### src/rtl/vga_buf_arbiter.sv
// Write-side controller for the VGA text buffer.
// Host character writes share the buffer write port with a clear/fill engine
// that overwrites every buffer word with one character. When both want the
// port in the same cycle they take turns. Every buffer write leaves through
// one register stage, so both sources have a latency of one cycle.
module vga_buf_arbiter #(
    parameter int C_AXI_DATA_WIDTH = 32,
    parameter int BUF_ADDR_WIDTH   = 10,
    parameter int N_WORDS          = 600,
    parameter int CLR_IN_BLANK     = 1
) (
    input  logic                          clk_i,
    input  logic                          rstn_i,
    input  logic                          host_wvalid_i,
    output logic                          host_wready_o,
    input  logic [BUF_ADDR_WIDTH-1:0]     host_waddr_i,
    input  logic [C_AXI_DATA_WIDTH-1:0]   host_wdata_i,
    input  logic [C_AXI_DATA_WIDTH/8-1:0] host_wstrb_i,
    output logic                          host_err_o,
    input  logic                          clr_start_i,
    input  logic [6:0]                    clr_char_i,
    input  logic                          blank_i,
    output logic                          clr_busy_o,
    output logic                          clr_done_o,
    output logic                          buf_wr_en_o,
    output logic [BUF_ADDR_WIDTH-1:0]     buf_waddr_o,
    output logic [C_AXI_DATA_WIDTH-1:0]   buf_wdata_o,
    output logic [C_AXI_DATA_WIDTH/8-1:0] buf_wstrb_o
);

    localparam int STRB_W = C_AXI_DATA_WIDTH / 8;

    localparam logic [0:0] ST_IDLE  = 1'b0;
    localparam logic [0:0] ST_CLEAR = 1'b1;

    localparam logic GNT_HOST = 1'b0;
    localparam logic GNT_ENG  = 1'b1;

    // Highest buffer word in use; host addresses above it are dropped.
    localparam logic [BUF_ADDR_WIDTH-1:0] LAST_ADDR = BUF_ADDR_WIDTH'(N_WORDS - 1);

    logic [0:0]                  state_q, state_d;
    logic [BUF_ADDR_WIDTH-1:0]   cnt_q, cnt_d;
    logic [6:0]                  char_q, char_d;
    logic                        last_grant_q, last_grant_d;
    logic                        wr_en_q, wr_en_d;
    logic [BUF_ADDR_WIDTH-1:0]   waddr_q, waddr_d;
    logic [C_AXI_DATA_WIDTH-1:0] wdata_q, wdata_d;
    logic [STRB_W-1:0]           wstrb_q, wstrb_d;
    logic                        err_q, err_d;
    logic                        done_q, done_d;

    logic                        eng_req;
    logic                        grant_eng;
    logic                        host_acc;
    logic                        host_in_range;
    logic [C_AXI_DATA_WIDTH-1:0] fill_word;

    // Fill word: the latched character in every byte lane, lane MSB forced to 0.
    genvar gi;
    generate
        for (gi = 0; gi < STRB_W; gi++) begin : g_fill_lane
            assign fill_word[gi*8 +: 8] = {1'b0, char_q};
        end
    endgenerate

    // Arbitration. The engine only asks while clearing (and, if configured,
    // only during blanking). On a contested cycle the side that lost the
    // previous contest wins, so the host waits at most one cycle.
    always_comb begin
        eng_req       = (state_q == ST_CLEAR) && ((CLR_IN_BLANK == 0) || blank_i);
        grant_eng     = eng_req && (!host_wvalid_i || (last_grant_q == GNT_HOST));
        host_wready_o = rstn_i && !grant_eng;
        host_acc      = host_wvalid_i && host_wready_o;
        host_in_range = (host_waddr_i <= LAST_ADDR);
    end

    // Next-state: buffer write selection, fill counter, FSM and round-robin memory.
    always_comb begin
        state_d      = state_q;
        cnt_d        = cnt_q;
        char_d       = char_q;
        last_grant_d = last_grant_q;
        wr_en_d      = 1'b0;
        waddr_d      = waddr_q;
        wdata_d      = wdata_q;
        wstrb_d      = wstrb_q;
        err_d        = 1'b0;
        done_d       = 1'b0;

        if (host_acc) begin
            if (host_in_range) begin
                wr_en_d = 1'b1;
                waddr_d = host_waddr_i;
                wdata_d = host_wdata_i;
                wstrb_d = host_wstrb_i;
            end else begin
                err_d = 1'b1;
            end
        end else if (grant_eng) begin
            wr_en_d = 1'b1;
            waddr_d = cnt_q;
            wdata_d = fill_word;
            wstrb_d = '1;
            if (cnt_q == LAST_ADDR) begin
                // Last word issued: leave CLEAR now, counter parks at the top.
                state_d = ST_IDLE;
                done_d  = 1'b1;
            end else begin
                cnt_d = cnt_q + 1'b1;
            end
        end

        // Remember the winner only when both sides actually competed.
        if (eng_req && host_wvalid_i) begin
            last_grant_d = grant_eng ? GNT_ENG : GNT_HOST;
        end

        // A start is only honoured from IDLE; grant_eng is 0 there, so this
        // never collides with the engine branch above.
        if ((state_q == ST_IDLE) && clr_start_i) begin
            state_d = ST_CLEAR;
            cnt_d   = '0;
            char_d  = clr_char_i;
        end
    end

    // State and output registers; reset aborts any fill in progress.
    always_ff @(posedge clk_i or negedge rstn_i) begin
        if (!rstn_i) begin
            state_q      <= ST_IDLE;
            cnt_q        <= '0;
            char_q       <= '0;
            last_grant_q <= GNT_ENG;
            wr_en_q      <= 1'b0;
            waddr_q      <= '0;
            wdata_q      <= '0;
            wstrb_q      <= '0;
            err_q        <= 1'b0;
            done_q       <= 1'b0;
        end else begin
            state_q      <= state_d;
            cnt_q        <= cnt_d;
            char_q       <= char_d;
            last_grant_q <= last_grant_d;
            wr_en_q      <= wr_en_d;
            waddr_q      <= waddr_d;
            wdata_q      <= wdata_d;
            wstrb_q      <= wstrb_d;
            err_q        <= err_d;
            done_q       <= done_d;
        end
    end

    assign clr_busy_o  = (state_q == ST_CLEAR);
    assign clr_done_o  = done_q;
    assign host_err_o  = err_q;
    assign buf_wr_en_o = wr_en_q;
    assign buf_waddr_o = waddr_q;
    assign buf_wdata_o = wdata_q;
    assign buf_wstrb_o = wstrb_q;

endmodule

### config.mk
export PLATFORM = sky130hd
export DESIGN_NAME = vga_buf_arbiter
export DESIGN_NICKNAME = d
export VERILOG_FILES = /design/src/rtl/vga_buf_arbiter.sv
export SDC_FILE = /design/constraint.sdc
export NUM_CORES = 1
export LEC_CHECK = 0
export ABC_AREA = 1
export ABC_CLOCK_PERIOD_IN_PS = 2600
export CELL_PAD_IN_SITES_DETAIL_PLACEMENT = 0
export CELL_PAD_IN_SITES_GLOBAL_PLACEMENT = 1
export CORE_MARGIN = 3
export CORE_UTILIZATION = 35
export CTS_CLUSTER_SIZE = 16
export DETAILED_ROUTE_END_ITERATION = 7
export GPL_TIMING_DRIVEN = 0
export PLACE_DENSITY_LB_ADDON = 0.12
export SLEW_MARGIN = 20
export SYNTH_ARGS = -nofsm -noshare
export SYNTH_HDL_FRONTEND = slang
export SYNTH_SLANG_ARGS = --single-unit
### constraint.sdc
create_clock -name clk_i -period 2.6 [get_ports clk_i]
set_input_delay 0.52 -clock clk_i [delete_from_list [all_inputs] [get_ports clk_i]]
set_output_delay 0.52 -clock clk_i [all_outputs]
set_load 0.03 [all_outputs]
==> results.ini <==
[clocking]
cts.sinks = 68
cts_tree = done
cts_root_buffer = clkbuf_8
cts_made_buffers = 9
htreeDepth = 3
clkSlewWorstSetupHoldPaths_ns = 0.08
clock_latency_ns = 0.34
postCtsSetupRepairBufs = 0
cts_buffer_depth = 2

[synthesis]
synth_top_area_share_pct = 48.9
synth-async-reset-ratio_pct = 100
syn_area_mm2 = 0.00343
synth-edff-count = 0
ys_types = 24
ys_seq_area_share_pct = 49.7
syn-num-nets = 530
synth_flop_cell = dfrtp_1
ys_warn_count = 0
ys_top_cells_by_area = dfrtp_1 (49%), nand2_1 (28%), nand3_1 (7.9%), inv_1 (2.2%), nor2_1 (2.2%)
synth_top_area_cell = dfrtp_1
syn_avg_cell_area_um2 = 7.28
yosys_register_bits = 68
synth_cells = 471

[sta]
slew_headroom_pct = 61.8
timing.hold.ws_ns = 0.134
fin_crit_sh_pct = 94.2
tightest_slew_ns = 0.571
setup_viol = 0
rsz0062_at_grt = false
finalClockSkew_ns = 0.00522
hold_violations = 0
max_clock_freq_ghz = 0.408
post-route-min-period_ns = 2.45
drv_slew = 0

[die]
design.die.area_mm2 = 0.0110
row_count = 35
die_y_um = 105
die_x_um = 105
coreArea_mm2 = 0.00937
ios = 109
start_util_pct = 36.6

[finish]
fin_cells = 724
n_fill_cell = 971
final_area_mm2 = 0.00492
nNetsFinal = 649
drive_gt1_share_pct = 7.06
areaGrowthSynthToFinish_pct = 43.4
diodes = 0

[place]
port_buffers = 108
place.gp.congestion = 0.786
dp_hpwl_mm = 7.54
place_area_mm2 = 0.00469
dpl.cell_count = 709

[worst_setup_path]
critPathBufInv = 3
critPathLaunchType = input port
reg2reg_depth = 6
worst_path_most_repeated_cell = nand2_1
slowest_stage = clkdlybuf4s50_1
path_max_fanout = 18
cp_cell_sequence = clkdlybuf4s50_1, nand2_1, nand3_4, nand2_1, inv_1, dlygate4sd2_1
rrSetupSlack_ns = 0.63
timing.rr.start = clr_busy_o
cp.arrival_ns = 1.93
timing.rr.end = cnt_q[8]
critPathRequiredTime_ns = 2.08
crit_cells = 6
critPathTopFamily = buffers and inverters
crit_type = input port to primary output
crit_path_max_incr_delay_ns = 0.55
end_kind = primary output

[route]
drt_iter0_markers = 119
via_count = 3345
via_per_inst = 4.62
ant_nets = 0
drcViolationCount = 0
wirelength_mm = 10.3
drt_pass1_iterations = 4
routedWlPerCell_um = 14.2

[grt]
grt_max_degree = 38
antenna_found_initial = 0
grt_use_total_pct = 19.3
grt_pass1_vias = 3319
grt_first_pass_wirelength_mm = 17.0
overflow = 0

[run_status]
status = finished, final reports clean

[min_path]
holdCritPathClass = input port to asynchronous set/reset pin

[power_and_ir_drop]
peakVddDrop_uv = 406
power_density_mw_per_mm2 = 854
p_leak_nw = 2.55

[job]
cap_violations = 0

power by group:
part / internal [mW] / switching (mW)
clock: 0.566 / 0.423
combinational: 0.681 / 1.03
sequential: 1.34 / 0.167
worst max-delay path by stage:
stage / startpoint / endpoint / slack [ns]
after floorplan: clr_busy_o / host_wready_o / 0.79
after global routing: host_wvalid_i / host_wready_o / 0.05
after detailed placement: host_wvalid_i / host_wready_o / -0.50
final: host_wvalid_i / host_wready_o / 0.15
after global placement: rstn_i / host_wready_o / -2.27
after CTS: host_wvalid_i / host_wready_o / 0.14
metrics by stage:
step / setup TNS [ns] / total power [mW] / setup WS [ns] / util, %
after floorplan: 0 / 2.50 / 0.791 / -
after global placement: -207.34 / 3.23 / -2.27 / 49.9
after detailed placement: -0.501 / 3.25 / -0.501 / 50.0
after CTS: 0 / 4.25 / 0.136 / 52.5
after global routing: 0 / 4.47 / 0.0455 / 52.5
final: 0 / 4.20 / 0.151 / 52.5
cell usage in the layout (no fill, tap or decap):
cell / Yosys / final
nand3_1: 54 / 54
or2_2: 4 / 4
clkinv_2: 0 / 2
inv_1: 20 / 20
nand2_1: 255 / 255
nor2_2: 1 / 1
dfrtp_1: 67 / 67
a21o_1: 1 / 1
o21ai_0: 3 / 3
buf_4: 9 / 10
buf_12: 0 / 1
nand3_4: 1 / 2
bufinv_16: 0 / 2
nand4_1: 9 / 9
o21bai_1: 2 / 2
inv_2: 1 / 1
a21oi_1: 1 / 1
dlygate4sd2_1: 0 / 1
clkdlybuf4s50_1: 0 / 106
clkbuf_1: 11 / 10
xor2_1: 1 / 1
clkinv_1: 1 / 1
dfstp_2: 1 / 1
nor2_1: 20 / 20
clkinv_4: 0 / 2
clkbuf_8: 0 / 10
ha_1: 1 / 1
buf_2: 3 / 3
buf_6: 3 / 3
nor3_1: 1 / 1
registers in the layout, indices dropped and copies added (netlist names):
register      count
buf_wdata_o      32
buf_waddr_o      10
last_grant_q      1
buf_wstrb_o       4
char_q            7
clr_done_o        1
cnt_q            10
clr_busy_o        1
buf_wr_en_o       1
host_err_o        1
final cells by class:
class | count | area [um2] | area share (%)
buffer | 25 | 154 | 3.13
clock buffer | 10 | 138 | 2.80
clock inverter | 6 | 87.6 | 1.78
inverter | 22 | 82.6 | 1.68
multi-input combinational | 355 | 1490 | 30.4
sequential | 68 | 1700 | 34.6
tap | 129 | 161 | 3.28
timing repair buffer | 109 | 1100 | 22.3
cells by family (layout without fill, tap and decap cells):
family          Yosys count  in the layout  synth area share (%)
flops                    68             68                  49.7
fa+ha+maj                 1              1                 0.365
compound gates            7              7                  1.24
buf+inv                  48            172                  7.00
simple gates            346            346                  41.5
xor+xnor                  1              1                 0.255
synthesized netlist by cell type (2+ instances only):
master,count
buf_4,9
nand2_1,255
o21ai_0,3
or2_2,4
dfrtp_1,67
nor2_1,20
o21bai_1,2
clkbuf_1,11
inv_1,20
nand4_1,9
buf_6,3
buf_2,3
nand3_1,54
metal layers:
metal / track usage [%] / up-vias / wire length [um]
li1: - / 1704 / -
met1: 26.5 / 1543 / 4830
met2: 30.8 / 87 / 4800
met3: 3.83 / 11 / 529
met4: 5.90 / 0 / 137
met5: 0 / - / 0
what timing repair did:
item,in CTS,in global routing
endpoints found under the setup margin,1,0
hold buffers,0,0
gates resized for setup,2,0
No activity file was read; power rests on OpenSTA's default activity.
